===== config.mk =====
export PLATFORM = sky130hd
export DESIGN_NAME = graystep_seq_ctrl
export DESIGN_NICKNAME = d
export VERILOG_FILES = /design/src/rtl/graystep_seq_ctrl.sv
export SDC_FILE = /design/constraint.sdc
export NUM_CORES = 1
export LEC_CHECK = 0
export ABC_AREA = 1
export CAP_MARGIN = 20
export CORE_UTILIZATION = 45
export CTS_BUF_LIST = sky130_fd_sc_hd__clkbuf_16
export DETAILED_ROUTE_END_ITERATION = 6
export PLACE_DENSITY = 0.72
export SETUP_SLACK_MARGIN = 0.2
export SLEW_MARGIN = 40
export SYNTH_ARGS = -nofsm -noshare
export SYNTH_HDL_FRONTEND = slang
export SYNTH_SLANG_ARGS = --single-unit
export TNS_END_PERCENT = 30

===== constraint.sdc =====
create_clock -name clk -period 2.35 [get_ports clk]
set_input_delay 0.47 -clock clk [delete_from_list [all_inputs] [get_ports clk]]
set_output_delay 0.47 -clock clk [all_outputs]
set_load 0.01 [all_outputs]

===== src/rtl/graystep_seq_ctrl.sv =====
// Command-driven sequencer for a 2-bit Gray-coded phase counter with signed position tracking.
// Optional soft-start ramp on the first three steps of a move when GRAYSTEP_RAMP_EN is defined.
module graystep_seq_ctrl #(
  parameter int CNT_W = 16,
  parameter int DIV_W = 12,
  parameter int POS_W = 24
) (
  input  logic             clk,
  input  logic             rst,
  input  logic             cmd_valid,
  output logic             cmd_ready,
  input  logic             cmd_dir,
  input  logic [CNT_W-1:0] cmd_steps,
  input  logic [DIV_W-1:0] cmd_period,
  input  logic             abort,
  output logic [1:0]       phase,
  output logic             step_pulse,
  output logic             busy,
  output logic             done,
  output logic             done_aborted,
  output logic [POS_W-1:0] position
);

  typedef enum logic [1:0] {IDLE, RUN, FIN} state_t;

  state_t           state_q, state_d;
  logic             dir_q, dir_d;
  logic [CNT_W-1:0] steps_q, steps_d;
  logic [DIV_W-1:0] period_q, period_d;
  logic [DIV_W-1:0] cnt_q, cnt_d;
  logic [1:0]       phase_q, phase_d;
  logic [POS_W-1:0] pos_q, pos_d;
  logic             pulse_q, pulse_d;
  logic             busy_q, busy_d;
  logic             done_q, done_d;
  logic             dab_q, dab_d;
  logic             aborted_q, aborted_d;
`ifdef GRAYSTEP_RAMP_EN
  // ramp_q: extra reloads owed by the next interval; rep_q: reloads left in the current one
  logic [1:0]       ramp_q, ramp_d;
  logic [1:0]       rep_q, rep_d;
`endif

  function automatic logic [1:0] gray_step(input logic [1:0] p, input logic rev);
    logic [1:0] n;
    case ({rev, p})
      3'b0_00: n = 2'b01;
      3'b0_01: n = 2'b11;
      3'b0_11: n = 2'b10;
      3'b0_10: n = 2'b00;
      3'b1_00: n = 2'b10;
      3'b1_10: n = 2'b11;
      3'b1_11: n = 2'b01;
      3'b1_01: n = 2'b00;
    endcase
    return n;
  endfunction

  always_ff @(posedge clk or posedge rst) begin
    if (rst) begin
      state_q   <= IDLE;
      dir_q     <= 1'b0;
      steps_q   <= '0;
      period_q  <= '0;
      cnt_q     <= '0;
      phase_q   <= 2'b00;
      pos_q     <= '0;
      pulse_q   <= 1'b0;
      busy_q    <= 1'b0;
      done_q    <= 1'b0;
      dab_q     <= 1'b0;
      aborted_q <= 1'b0;
`ifdef GRAYSTEP_RAMP_EN
      ramp_q    <= '0;
      rep_q     <= '0;
`endif
    end else begin
      state_q   <= state_d;
      dir_q     <= dir_d;
      steps_q   <= steps_d;
      period_q  <= period_d;
      cnt_q     <= cnt_d;
      phase_q   <= phase_d;
      pos_q     <= pos_d;
      pulse_q   <= pulse_d;
      busy_q    <= busy_d;
      done_q    <= done_d;
      dab_q     <= dab_d;
      aborted_q <= aborted_d;
`ifdef GRAYSTEP_RAMP_EN
      ramp_q    <= ramp_d;
      rep_q     <= rep_d;
`endif
    end
  end

  always_comb begin
    state_d   = state_q;
    dir_d     = dir_q;
    steps_d   = steps_q;
    period_d  = period_q;
    cnt_d     = cnt_q;
    phase_d   = phase_q;
    pos_d     = pos_q;
    pulse_d   = 1'b0;
    done_d    = 1'b0;
    dab_d     = 1'b0;
    aborted_d = aborted_q;
`ifdef GRAYSTEP_RAMP_EN
    ramp_d    = ramp_q;
    rep_d     = rep_q;
`endif

    case (state_q)
      IDLE: begin
        if (cmd_valid) begin
          dir_d     = cmd_dir;
          steps_d   = cmd_steps;
          period_d  = cmd_period;
          cnt_d     = cmd_period;
          aborted_d = 1'b0;
`ifdef GRAYSTEP_RAMP_EN
          ramp_d    = 2'd3;
          rep_d     = 2'd3;
`endif
          state_d   = (cmd_steps == '0) ? FIN : RUN;
        end
      end

      RUN: begin
        // abort takes priority over a step that is due this cycle
        if (abort) begin
          aborted_d = 1'b1;
          state_d   = FIN;
        end else if (cnt_q != '0) begin
          cnt_d = cnt_q - 1'b1;
`ifdef GRAYSTEP_RAMP_EN
        end else if (rep_q != '0) begin
          rep_d = rep_q - 1'b1;
          cnt_d = period_q;
`endif
        end else begin
          phase_d = gray_step(phase_q, dir_q);
          pos_d   = dir_q ? (pos_q - POS_W'(1)) : (pos_q + POS_W'(1));
          pulse_d = 1'b1;
          steps_d = steps_q - 1'b1;
          cnt_d   = period_q;
`ifdef GRAYSTEP_RAMP_EN
          ramp_d  = (ramp_q == '0) ? 2'd0 : ramp_q - 1'b1;
          rep_d   = (ramp_q == '0) ? 2'd0 : ramp_q - 1'b1;
`endif
          if (steps_q == CNT_W'(1)) begin
            state_d = FIN;
          end
        end
      end

      FIN: begin
        done_d  = 1'b1;
        dab_d   = aborted_q;
        state_d = IDLE;
      end

      default: state_d = IDLE;
    endcase

    busy_d = (state_d == RUN);
  end

  assign cmd_ready    = (state_q == IDLE);
  assign phase        = phase_q;
  assign step_pulse   = pulse_q;
  assign busy         = busy_q;
  assign done         = done_q;
  assign done_aborted = dab_q;
  assign position     = pos_q;

endmodule

==> impl_summary.md <==
Logic synthesis
Yosys printed 0 warnings. Of the total synthesized cell area, the portion taken by full adders, half adders and majority gates is 6.109%. Sorting the synthesized cells by how often they occur yields 298 x sky130_fd_sc_hd__nand2_1, 112 x sky130_fd_sc_hd__inv_1, 80 x sky130_fd_sc_hd__nor2_1. The post-synth net total is 885.

The synthesized area divided by synthesized cell count is 6.595 um2. Counting flops with a built-in enable in the synthesized netlist gives 0. The simple-gate share of the synthesized area is between 30 and 40%. In this run the cell area of the synthesized design comes to 5448 um2. The number of distinct library cells after synthesis is 38. Of the post-synthesis cell area, the part taken by muxes is 0%. The sequential cell area fraction in the yosys report is about a third. The largest family of logic cells by synthesized area is simple AND/OR/NAND/NOR gates. Among all flip-flop cells after synthesis, the most frequent one is sky130_fd_sc_hd__dfrtp_1.

The share of synthesized flip-flops with an asynchronous set or reset is 100.0%. Yosys instantiated no cell more often than sky130_fd_sc_hd__nand2_1. In the post-synthesis netlist, the biggest area contributors are sky130_fd_sc_hd__dfrtp_1 34%, sky130_fd_sc_hd__nand2_1 21%, sky130_fd_sc_hd__inv_1 7.7%. The post-synthesis cell count is 826. The fraction of the mapped netlist area in compound gates is 10.13%. The synthesized design contains between 70 and 80 register bits. The share of the synthesized area in the top cell type is between 30% and 40%. After Yosys synthesis, XOR and XNOR cells account for under 10% of the synthesized area. sky130_fd_sc_hd__dfrtp_1 takes more of the synthesized area than any other cell.

Place
The congestion estimate from routability-driven global placement came to slightly above 0.9. The number of port buffers is 63. Summed over all nets, the half-perimeter wirelength after detailed placement is ~10000 um. The cell count after placement is roughly 1000.

Power
For this design the static power due to leakage is 3.470 nW. The peak ir drop on the vdd network is approximately 0.00052 V. The share of total power dissipated in combinational logic is around 43%. Power comes to a little under 6 mW. Power spread over the standard cell area amounts to 858.5 nW/um2. The internal portion of the total power is ~3.5 mW. The net switching power figure is 2.431 mW. Registers are responsible for 32.9% of the overall power.

The clock share of power is a little under a quarter. Of the total power, the share spent switching nets is between 40 and 50%.

Run status
The flow ran to the end, but the final reports show violations. The final reports fail on DRC.

Routing
The detailed router finished its first iteration with between 300 and 400 violations. The routed via count is 5362. The number of detailed-routing iterations run before antenna repair is 7. The post-detailed-route DRC marker count is 6. The post-detailed-route via-to-cell ratio is a little over 5. Dividing the detail-routed wire length by the instance count gives around 14 um. In this run the remaining antenna-violating nets after routing total 0. The wire length reported by the detailed router is roughly 14000 um.

Floorplanning
The total I/O pin count is 64. The die height is about 110 um. The placement row count is 39. The core area is 11610 um2. In this run the horizontal extent of the chip is roughly 110 um.

The floorplan step defined a die boundary enclosing roughly 13000 um2. The initial utilization of the core area, before any placement, comes to a little under half.

Setup path
Among all stages on the critical path, the largest delay is contributed by sky130_fd_sc_hd__dfrtp_4. Data on the critical path arrives at its endpoint at ~2.3 ns. STA classifies the critical path endpoint as a register.

The critical path class is reg2reg. STA puts the critical path data required time at 2.59 ns. In this design, the stage delay of the slowest critical-path cell is roughly 0.54 ns.

The critical path's most frequent cell is sky130_fd_sc_hd__nand2_1. The startpoint class of the critical path is a register. Walking the worst path, the cells encountered are buf_4 -> ha_4 -> nand2_1 -> nor2_4 -> nand3_1 -> nand3_1 -> nand2_1 -> nand2_1 -> nand2_1 -> nand3_1 -> nand2_1. Along the worst path, the maximum fanout reaches 6.

STA
In this run the tightest slew margin relative to its limit is between 60% and 70%. The clock tree skew after final layout is between 0.006 and 0.007 ns. The final-layout worst hold slack is 0.4720 ns. The number of hold-slack violations in the final timing report is 0. The setup-violating endpoint count in the final report is 0. The worst path in the final design needs a cycle of between 2 and 2.5 ns, including I/O delays and setup. The final period utilization is between 80% and 90%. Setup repair after global routing could not meet its margin everywhere.

Static timing analysis puts the maximum clock frequency at ~480 MHz. The transition time at the pin with the least slew margin is just over 0.5 ns. Setup total negative slack on the finished layout was measured at 0 ns. The final number of max-transition violations is 0.

Run
The max capacitance violation total is 0.

Cells and area
The area overhead of the layout relative to synthesis is 26.76%. The count of non-filler cells in the finished layout is approximately 1100. The final net count is between 900 and 1000. Measured on the finished design, the core utilization comes to roughly three fifths. Of the cells placed in the final design, the portion with a size suffix greater than 1 is between 10% and 20%. The number of inserted diodes is 0.

Global route
The initial antenna violation count is 0. In the global route stage, overall resource usage came out at ~23%. The via count of the first global-routing pass is between 5000 and 6000. The maximum number of pins on one net before global-route repair is 39. The total congestion overflow after global routing is 0. The first global-routing pass estimated 23270 um of wire.

CTS
Buffers inserted during clock tree synthesis total 9. After clock tree synthesis, the clock-pin slew on the worst setup and hold paths is roughly 0.060 ns. The deepest clock path buffer count is 2.

The root cell of the clock tree is sky130_fd_sc_hd__clkbuf_16. The CTS tree is yes. The H-tree was split into 3 levels. Hold repair after CTS inserted 0 buffers. Clock latency on the worst-skew pair, taken at its later pin, is roughly 0.35 ns. The sink count of the clock tree is 74.

Hold path
The class of the tightest hold or removal check is reg2reg.
stage by stage:
| stage | setup WS, ns | cell area (um2) |
|---|---|---|
| floorplan | 0.2090 | 5451 |
| global placement | 0.06828 | 6325 |
| detailed placement | 0.07638 | 6325 |
| CTS | 0.2131 | 6628 |
| global route | 0.1521 | 6905 |
| finish | 0.2555 | 6905 |
kinds of logic (layout without fill, tap and decap cells):
logic type | after synthesis | count (layout)
adder cells (fa/ha/maj) | 26 | 26
XOR/XNOR | 20 | 20
AO/OA/AOI/OAI | 101 | 101
AND/OR/NAND/NOR | 473 | 473
buffers and inverters | 132 | 214
flip-flops | 74 | 74
routing by layer:
metal,global-route usage [%],vias up,part of all wire (%)
li1,-,2761,-
met1,28.74,2451,44
met2,40.66,127,49
met3,4.266,23,4.1
met4,7.556,0,2.6
met5,0,-,0
power by group through the flow:
| stage | Clock (mW) | Sequential [mW] | Combinational [mW] |
|---|---|---|---|
| global route | 1.50 | 2.01 | 2.90 |
| global placement | 0 | 1.98 | 2.21 |
| floorplan | 0 | 1.92 | 1.70 |
| detailed placement | 0 | 1.98 | 2.25 |
| CTS | 1.45 | 1.96 | 2.27 |
| finish | 1.42 | 1.95 | 2.56 |
registers in the layout, indices dropped and copies added, names as in the netlist:
signal / flops
done_aborted: 1
step_pulse: 1
busy: 1
phase: 2
period_q: 12
state_q: 2
done: 1
cnt_q: 12
position: 24
steps_q: 16
aborted_q: 1
dir_q: 1
critical path: cells and delay by family, from the launching register on:
| kind | cells | cell delay, ns |
|---|---|---|
| DFF | 1 | 0.54 |
| and+or+nand+nor | 9 | 0.93 |
| adders and majority gates | 1 | 0.30 |
| buffers and inverters | 1 | 0.21 |
repair_timing:
item,in CTS,in global routing
endpoints found under the setup margin,16,14
pin swaps,0,2
buffers inserted,0,3
resized for setup,1,52
final timing paths:
kind / from / end / slack, ns / depth (start not counted)
min in group asynchronous: rst / period_q[4]$_DFFE_PP0P_ / 0.50 / 2
max reg2reg: dir_q$_DFFE_PP0P_ / position[18]$_DFFE_PP0P_ / 0.26 / 11
max in group asynchronous: rst / position[5]$_DFFE_PP0P_ / 1.27 / 3
min reg2reg: period_q[7]$_DFFE_PP0P_ / period_q[7]$_DFFE_PP0P_ / 0.47 / 2
max: dir_q$_DFFE_PP0P_ / position[18]$_DFFE_PP0P_ / 0.26 / 11
min: period_q[7]$_DFFE_PP0P_ / period_q[7]$_DFFE_PP0P_ / 0.47 / 2
area by class of cell:
| cell class | instances | area (um2) |
|---|---|---|
| fillers | 1116 | 4708 |
| multi-input cells | 620 | 3324 |
| flip-flops and latches | 74 | 1856 |
| repair buffers | 83 | 809.5 |
| inverters | 115 | 435.4 |
| clock buffers | 9 | 225.2 |
| well taps | 143 | 178.9 |
| clock inverters | 7 | 76.32 |
cell usage in the layout, fill, tap and decap left out, types with 9 or more instances in the layout:
master	synthesis	routed
sky130_fd_sc_hd__dfrtp_1	74	73
sky130_fd_sc_hd__nand2_2	2	9
sky130_fd_sc_hd__o211ai_1	11	11
sky130_fd_sc_hd__nor2_1	80	70
sky130_fd_sc_hd__or2_2	9	9
sky130_fd_sc_hd__xor2_1	11	11
sky130_fd_sc_hd__o21ai_0	40	40
sky130_fd_sc_hd__inv_1	112	110
sky130_fd_sc_hd__clkdlybuf4s50_1	0	63
sky130_fd_sc_hd__ha_4	0	13
sky130_fd_sc_hd__nand3_1	49	46
sky130_fd_sc_hd__clkbuf_16	0	9
sky130_fd_sc_hd__xnor2_1	9	9
sky130_fd_sc_hd__a21oi_1	40	37
sky130_fd_sc_hd__buf_4	1	17
sky130_fd_sc_hd__nor2_2	2	11
sky130_fd_sc_hd__nand2_1	298	291
Note: power is estimated with default switching activity, not from simulation.
